--- src/rtl/cmp_lut_pkg.sv ---
// Shared constants, entry bit positions and FSM state encoding for the comparator LUT writer.
package cmp_lut_pkg;
    localparam int OPW   = 2;
    localparam int AW    = 2 * OPW;
    localparam int DEPTH = 2 ** AW;

    localparam int GT_BIT = 2;
    localparam int EQ_BIT = 1;
    localparam int LT_BIT = 0;

    typedef enum logic [1:0] {
        IDLE   = 2'd0,
        FILL   = 2'd1,
        VERIFY = 2'd2,
        DONE   = 2'd3
    } state_t;
endpackage

--- src/rtl/cmp_lut_writer_if.sv ---
// Control-side and RAM-side signals of the LUT writer; the readback pair exists only with CMP_LUT_CHECK_EN.
interface cmp_lut_writer_if;
    import cmp_lut_pkg::*;

    logic          start;
    logic          ext_valid;
    logic          ext_ready;
    logic [AW-1:0] ext_addr;
    logic [2:0]    ext_data;
    logic          wr_en;
    logic [AW-1:0] wr_addr;
    logic [2:0]    wr_data;
    logic          busy;
    logic          done;
    logic          err;
`ifdef CMP_LUT_CHECK_EN
    logic [AW-1:0] rd_addr;
    logic [2:0]    rd_data;

    modport master (
        output start, ext_valid, ext_addr, ext_data, rd_data,
        input  ext_ready, wr_en, wr_addr, wr_data, busy, done, err, rd_addr
    );
    modport slave (
        input  start, ext_valid, ext_addr, ext_data, rd_data,
        output ext_ready, wr_en, wr_addr, wr_data, busy, done, err, rd_addr
    );
`else
    modport master (
        output start, ext_valid, ext_addr, ext_data,
        input  ext_ready, wr_en, wr_addr, wr_data, busy, done, err
    );
    modport slave (
        input  start, ext_valid, ext_addr, ext_data,
        output ext_ready, wr_en, wr_addr, wr_data, busy, done, err
    );
`endif
endinterface

--- src/rtl/cmp_lut_entry_gen.sv ---
// Combinational {gt,eq,lt} entry for LUT address {a,b}; zero latency, no handshake.
module cmp_lut_entry_gen
    import cmp_lut_pkg::*;
(
    input  logic [AW-1:0] i_addr,
    output logic [2:0]    o_entry
);
    logic [OPW-1:0] w_a;
    logic [OPW-1:0] w_b;

    assign w_a = i_addr[AW-1:OPW];
    assign w_b = i_addr[OPW-1:0];

    always_comb begin
        o_entry         = '0;
        o_entry[GT_BIT] = (w_a > w_b);
        o_entry[EQ_BIT] = (w_a == w_b);
        o_entry[LT_BIT] = (w_a < w_b);
    end
endmodule

--- src/rtl/cmp_lut_writer.sv ---
// LUT RAM writer: start-triggered 16-entry sweep plus single external writes; outputs registered, first write 1 cycle after start.
// ext_ready drops during the sweep and whenever start is high. CMP_LUT_CHECK_EN adds a readback VERIFY pass driving err.
module cmp_lut_writer
    import cmp_lut_pkg::*;
(
    input  logic             clk,
    input  logic             rst_n,
    cmp_lut_writer_if.slave  bus
);
    state_t        r_state;
    logic [AW:0]   r_cnt;
    logic          r_wr_en;
    logic [AW-1:0] r_wr_addr;
    logic [2:0]    r_wr_data;
    logic          r_busy;
    logic          r_done;

    logic [AW-1:0] w_gen_addr;
    logic [2:0]    w_gen_entry;
    logic          w_ext_ready;
    logic          w_ext_fire;
    logic          w_sweep_end;

`ifdef CMP_LUT_CHECK_EN
    logic          r_err;
    logic          r_cmp_vld;
    logic [AW-1:0] r_cmp_addr;
`endif

    cmp_lut_entry_gen u_entry_gen (
        .i_addr  (w_gen_addr),
        .o_entry (w_gen_entry)
    );

    // Outside FILL/VERIFY the generator sits at address 0, which is exactly the
    // entry needed for the write issued on the start edge.
    always_comb begin
        w_gen_addr = '0;
        if (r_state == FILL) begin
            w_gen_addr = r_cnt[AW-1:0];
        end
`ifdef CMP_LUT_CHECK_EN
        else if (r_state == VERIFY) begin
            w_gen_addr = r_cmp_addr;
        end
`endif
    end

    assign w_ext_ready = (r_state != FILL) && (r_state != VERIFY) && !bus.start;
    assign w_ext_fire  = bus.ext_valid && w_ext_ready;
    assign w_sweep_end = (r_cnt == (AW+1)'(DEPTH));

    always_ff @(posedge clk or negedge rst_n) begin
        if (!rst_n) begin
            r_state   <= IDLE;
            r_cnt     <= '0;
            r_wr_en   <= 1'b0;
            r_wr_addr <= '0;
            r_wr_data <= '0;
            r_busy    <= 1'b0;
            r_done    <= 1'b0;
`ifdef CMP_LUT_CHECK_EN
            r_err      <= 1'b0;
            r_cmp_vld  <= 1'b0;
            r_cmp_addr <= '0;
`endif
        end else begin
            r_wr_en <= 1'b0;
            case (r_state)
                IDLE, DONE: begin
                    if (bus.start) begin
                        r_state   <= FILL;
                        r_busy    <= 1'b1;
                        r_done    <= 1'b0;
                        r_wr_en   <= 1'b1;
                        r_wr_addr <= '0;
                        r_wr_data <= w_gen_entry;
                        r_cnt     <= (AW+1)'(1);
`ifdef CMP_LUT_CHECK_EN
                        r_err     <= 1'b0;
`endif
                    end else if (w_ext_fire) begin
                        r_wr_en   <= 1'b1;
                        r_wr_addr <= bus.ext_addr;
                        r_wr_data <= bus.ext_data;
                    end
                end
                FILL: begin
                    if (w_sweep_end) begin
                        r_cnt <= '0;
`ifdef CMP_LUT_CHECK_EN
                        r_state   <= VERIFY;
                        r_cmp_vld <= 1'b0;
`else
                        r_state <= DONE;
                        r_busy  <= 1'b0;
                        r_done  <= 1'b1;
`endif
                    end else begin
                        r_wr_en   <= 1'b1;
                        r_wr_addr <= r_cnt[AW-1:0];
                        r_wr_data <= w_gen_entry;
                        r_cnt     <= r_cnt + (AW+1)'(1);
                    end
                end
                VERIFY: begin
`ifdef CMP_LUT_CHECK_EN
                    // rd_data answers the address issued one cycle earlier (r_cmp_addr).
                    if (r_cmp_vld && (bus.rd_data != w_gen_entry)) begin
                        r_err <= 1'b1;
                    end
                    r_cmp_addr <= r_cnt[AW-1:0];
                    r_cmp_vld  <= !w_sweep_end;
                    if (w_sweep_end) begin
                        r_state <= DONE;
                        r_busy  <= 1'b0;
                        r_done  <= 1'b1;
                        r_cnt   <= '0;
                    end else begin
                        r_cnt <= r_cnt + (AW+1)'(1);
                    end
`else
                    r_state <= IDLE;
`endif
                end
                default: r_state <= IDLE;
            endcase
        end
    end

    assign bus.ext_ready = w_ext_ready;
    assign bus.wr_en     = r_wr_en;
    assign bus.wr_addr   = r_wr_addr;
    assign bus.wr_data   = r_wr_data;
    assign bus.busy      = r_busy;
    assign bus.done      = r_done;
`ifdef CMP_LUT_CHECK_EN
    assign bus.err       = r_err;
    assign bus.rd_addr   = r_cnt[AW-1:0];
`else
    assign bus.err       = 1'b0;
`endif
endmodule

--- src/flat_wrapper.sv ---
// flat-port wrapper written by rule: the top's interface ports become plain ports
module cmp_lut_writer_flat import cmp_lut_pkg::*;
  (clk, rst_n, bus_start, bus_ext_valid, bus_ext_addr, bus_ext_data, bus_ext_ready, bus_wr_en, bus_wr_addr, bus_wr_data, bus_busy, bus_done, bus_err);
  cmp_lut_writer_if bus_i ();
  input  logic clk;
  input  logic rst_n;
  input wire logic [$bits(bus_i.start)-1:0] bus_start;
  input wire logic [$bits(bus_i.ext_valid)-1:0] bus_ext_valid;
  input wire logic [$bits(bus_i.ext_addr)-1:0] bus_ext_addr;
  input wire logic [$bits(bus_i.ext_data)-1:0] bus_ext_data;
  output wire logic [$bits(bus_i.ext_ready)-1:0] bus_ext_ready;
  output wire logic [$bits(bus_i.wr_en)-1:0] bus_wr_en;
  output wire logic [$bits(bus_i.wr_addr)-1:0] bus_wr_addr;
  output wire logic [$bits(bus_i.wr_data)-1:0] bus_wr_data;
  output wire logic [$bits(bus_i.busy)-1:0] bus_busy;
  output wire logic [$bits(bus_i.done)-1:0] bus_done;
  output wire logic [$bits(bus_i.err)-1:0] bus_err;
  assign bus_i.start = bus_start;
  assign bus_i.ext_valid = bus_ext_valid;
  assign bus_i.ext_addr = bus_ext_addr;
  assign bus_i.ext_data = bus_ext_data;
  assign bus_ext_ready = bus_i.ext_ready;
  assign bus_wr_en = bus_i.wr_en;
  assign bus_wr_addr = bus_i.wr_addr;
  assign bus_wr_data = bus_i.wr_data;
  assign bus_busy = bus_i.busy;
  assign bus_done = bus_i.done;
  assign bus_err = bus_i.err;
  cmp_lut_writer u_core (.clk(clk), .rst_n(rst_n), .bus(bus_i));
endmodule
--- config.mk ---
export PLATFORM = sky130hd
export DESIGN_NAME = cmp_lut_writer_flat
export DESIGN_NICKNAME = d
export VERILOG_FILES = /design/src/rtl/cmp_lut_pkg.sv /design/src/rtl/cmp_lut_writer_if.sv /design/src/rtl/cmp_lut_entry_gen.sv /design/src/rtl/cmp_lut_writer.sv /design/src/flat_wrapper.sv
export SDC_FILE = /design/constraint.sdc
export NUM_CORES = 1
export LEC_CHECK = 0
export BUFFER_PORTS_ARGS = -buffer_cell sky130_fd_sc_hd__buf_2
export CAP_MARGIN = 30
export CORE_UTILIZATION = 46
export CTS_CLUSTER_SIZE = 25
export DETAILED_ROUTE_END_ITERATION = 12
export PLACE_DENSITY = 0.75
export SYNTH_ARGS = -nofsm -noshare
export SYNTH_HDL_FRONTEND = slang
export SYNTH_SLANG_ARGS = --single-unit
export TNS_END_PERCENT = 5
--- constraint.sdc ---
create_clock -name clk -period 1.84 [get_ports clk]
set_clock_uncertainty 0.05 [all_clocks]
set_input_delay 0.368 -clock clk [delete_from_list [all_inputs] [get_ports clk]]
set_output_delay 0.368 -clock clk [all_outputs]
set_load 0.005 [all_outputs]
==> reports/results.ini <==
[finish]
final_area_um2 = 1242
multi_input_area_um2 = 530.5
final_common_cell = buf_2
final_util_pct = 62.69
stdcell_count = 159
synthToLayoutAreaGrowth_pct = 27.63
layout_common_cells = buf_2 (21), dfrtp_1 (16), nor2_1 (11)
seq_area_um2 = 426.7
n_antenna_cell = 0
drive_gt1_share_pct = 34.85
filler_cell_count = 175
fin_nets = 152

[worst_setup_path]
crit_family = flip-flops
cp.required_ns = 1.42
cp.depth = 4
r2r_start = u_core.r_state[0]
crit_type = reg2out
rr_endpoint = u_core.bus.wr_data[2]
cpPeakStageDelay_ns = 0.46
reg2reg_slack_ns = 0.07
crit_buf_inv = 2
crit_end = bus_ext_ready
crit_path_start = u_core.r_state[1]
critical_path.cell_chain = ha_4 -> nand2b_1 -> inv_1 -> buf_2
worstSetupEndpointType = output port
crit_path_start_kind = register
critPathMaxFanout = 4
cp_slowest_cell = dfrtp_2
cp.arrival_ns = 1.35
r2r_cells = 8

[logic_synthesis]
synth_top_flop_cell = dfrtp_1
synth-seq-cells = 17
syn-cell-area_um2 = 973.4
yosysWarnings = 0
syn_inst = 101
yosysUniqueCellTypes = 29
synth_area_per_cell_um2 = 9.638
ys_seq_area_share_pct = 43.70
syn_nets = 120
synthArstFlopShare_pct = 100.0
synth_edf_count = 0

[pwr]
leakagePower_nw = 0.5944
power.density_nw_per_um2 = 1737
ir_drop_mv = 1.173
power_mw = 2.159

[sta]
period_share_pct = 96.26
period_needed_ns = 1.771
setup_viol = 0
setup_ws_ns = 0.06880
holdWs_ns = 0.2736
maxSlewViolCount = 0
finalSetupTns_ns = 0
maxClockFrequency_ghz = 0.5646
rsz0062_at_grt = true
hold_viol_final = 0

[detailed_routing]
vias = 838
remaining_drc_errors = 0
drtPass1Iterations = 4
wl_per_cell_um = 13.07
ant_nets = 0
drt-vias-per-instance = 5.270
wirelength_um = 2078
dr.first_iter.drc_count = 19

[clock_network]
clk_latency_ns = 0.29
root_buffer = clkbuf_4
cts.sinks = 17
htree_levels = 1
cts_tree = done
clockBufferDepth = 2
cts.clk_slew.worst_paths_ns = 0.11
cts_buffers = 3

[global_route]
grt_pass1_vias = 688
track_usage_pct = 18.74
grt_pass1_wl_um = 2939
globalRouteOverflowTotal = 0
grt_use_met1_pct = 22.97
use_met3_pct = 3.396
grt.busiest_layer = met2
grtUsageMet2_pct = 32.70
grt_max_degree = 18
antenna_found_initial = 0

[floorplanning]
fp.dieW_um = 48
die_h_um = 48
core.rowCount = 16
core_area_um2 = 1982
initial_core_util_pct = 49.12
die_area_um2 = 2304
io_pins = 23

[place]
place_ws_ns = 0.05872
gp_congestion = 0.7288
dpl_cell_area_um2 = 1162
dp.cells = 151
dp_hpwl_um = 1544
portBuffers = 21

[run_status]
status = complete, no violations

[hold_path]
hold_path.class = in2reg

[flow_run]
drv_cap = 0

area by class of cell:
class / count / share of cell area, %
multi-input cells: 73 / 42.70
flip-flops and latches: 17 / 34.34
repair buffers: 31 / 15.71
well taps: 27 / 2.719
inverters: 7 / 2.115
clock buffers: 3 / 1.813
clock inverters: 1 / 0.6042
worst min-delay path by stage:
stage	startpoint	to	slack, ns	cells past startpoint
after floorplan	rst_n	u_core.bus.busy	0.02	0
after global placement	rst_n	u_core.bus.wr_addr[2]	0.26	1
after detailed placement	rst_n	u_core.bus.wr_data[1]	0.26	1
after CTS	bus_ext_addr[2]	u_core.bus.wr_addr[2]	0.27	3
after global routing	bus_ext_addr[2]	u_core.bus.wr_addr[2]	0.26	3
final	bus_ext_addr[2]	u_core.bus.wr_addr[2]	0.27	3
worst reg2reg max path, stage by stage, from the launching register on:
cell and delay [ns]:
dfrtp_1 0.41, buf_4 0.16, ha_4 0.17, and2_1 0.15
ha_1 0.30, nand2_1 0.07, o21ai_0 0.09, a2bb2oi_1 0.18
a21oi_1 0.08
layer usage:
| layer | vias to the layer above | part of all wire (%) |
|---|---|---|
| li1 | 410 | - |
| met1 | 394 | 44 |
| met5 | - | 0 |
| met3 | 4 | 4.7 |
| met4 | 0 | 1.4 |
| met2 | 30 | 50 |
power by group:
part	leakage [nW]	total (mW)	internal [mW]	switching, mW
clock network	0.0139	0.212	0.0825	0.130
logic	0.374	1.30	0.634	0.665
registers	0.207	0.647	0.545	0.103
total	0.594	2.16	1.26	0.897
flip-flops by register name (all words and copies together) (netlist names):
| signal | cells |
|---|---|
| u_core.bus.busy | 1 |
| u_core.bus.done | 1 |
| u_core.bus.wr_addr | 4 |
| u_core.bus.wr_data | 3 |
| u_core.bus.wr_en | 1 |
| u_core.r_cnt | 5 |
| u_core.r_state | 2 |
cells in the mapped netlist (2+ instances only):
cell type / n / area share [%]
dfrtp_1: 17 / 44
a21oi_1: 11 / 5.7
nor2_1: 11 / 4.2
ha_1: 8 / 10
nand2_1: 8 / 3.1
o21ai_0: 8 / 4.1
inv_1: 7 / 2.7
nand3_1: 4 / 2.1
a31oi_1: 2 / 1.3
and2_1: 2 / 1.3
clkbuf_1: 2 / 0.77
nand2b_1: 2 / 1.3
nor2b_1: 2 / 1.3
o41ai_1: 2 / 1.8
repair_timing:
item                                    CTS  global route
resized for setup                         0             5
endpoints found under the hold margin    17             0
hold buffers                              1             0
cloned                                    0             0
endpoints found under the setup margin    1             3
setup buffers                             1             2
pin swaps                                 0             1
cell families after synthesis:
group | synth area share [%]
fa+ha+maj | 10.28
mux | 3.727
buf+inv | 4.756
other cells | 0.3852
simple gates | 19.28
flops | 43.70
compound gates | 17.87
No activity file was read; power rests on OpenSTA's default activity.
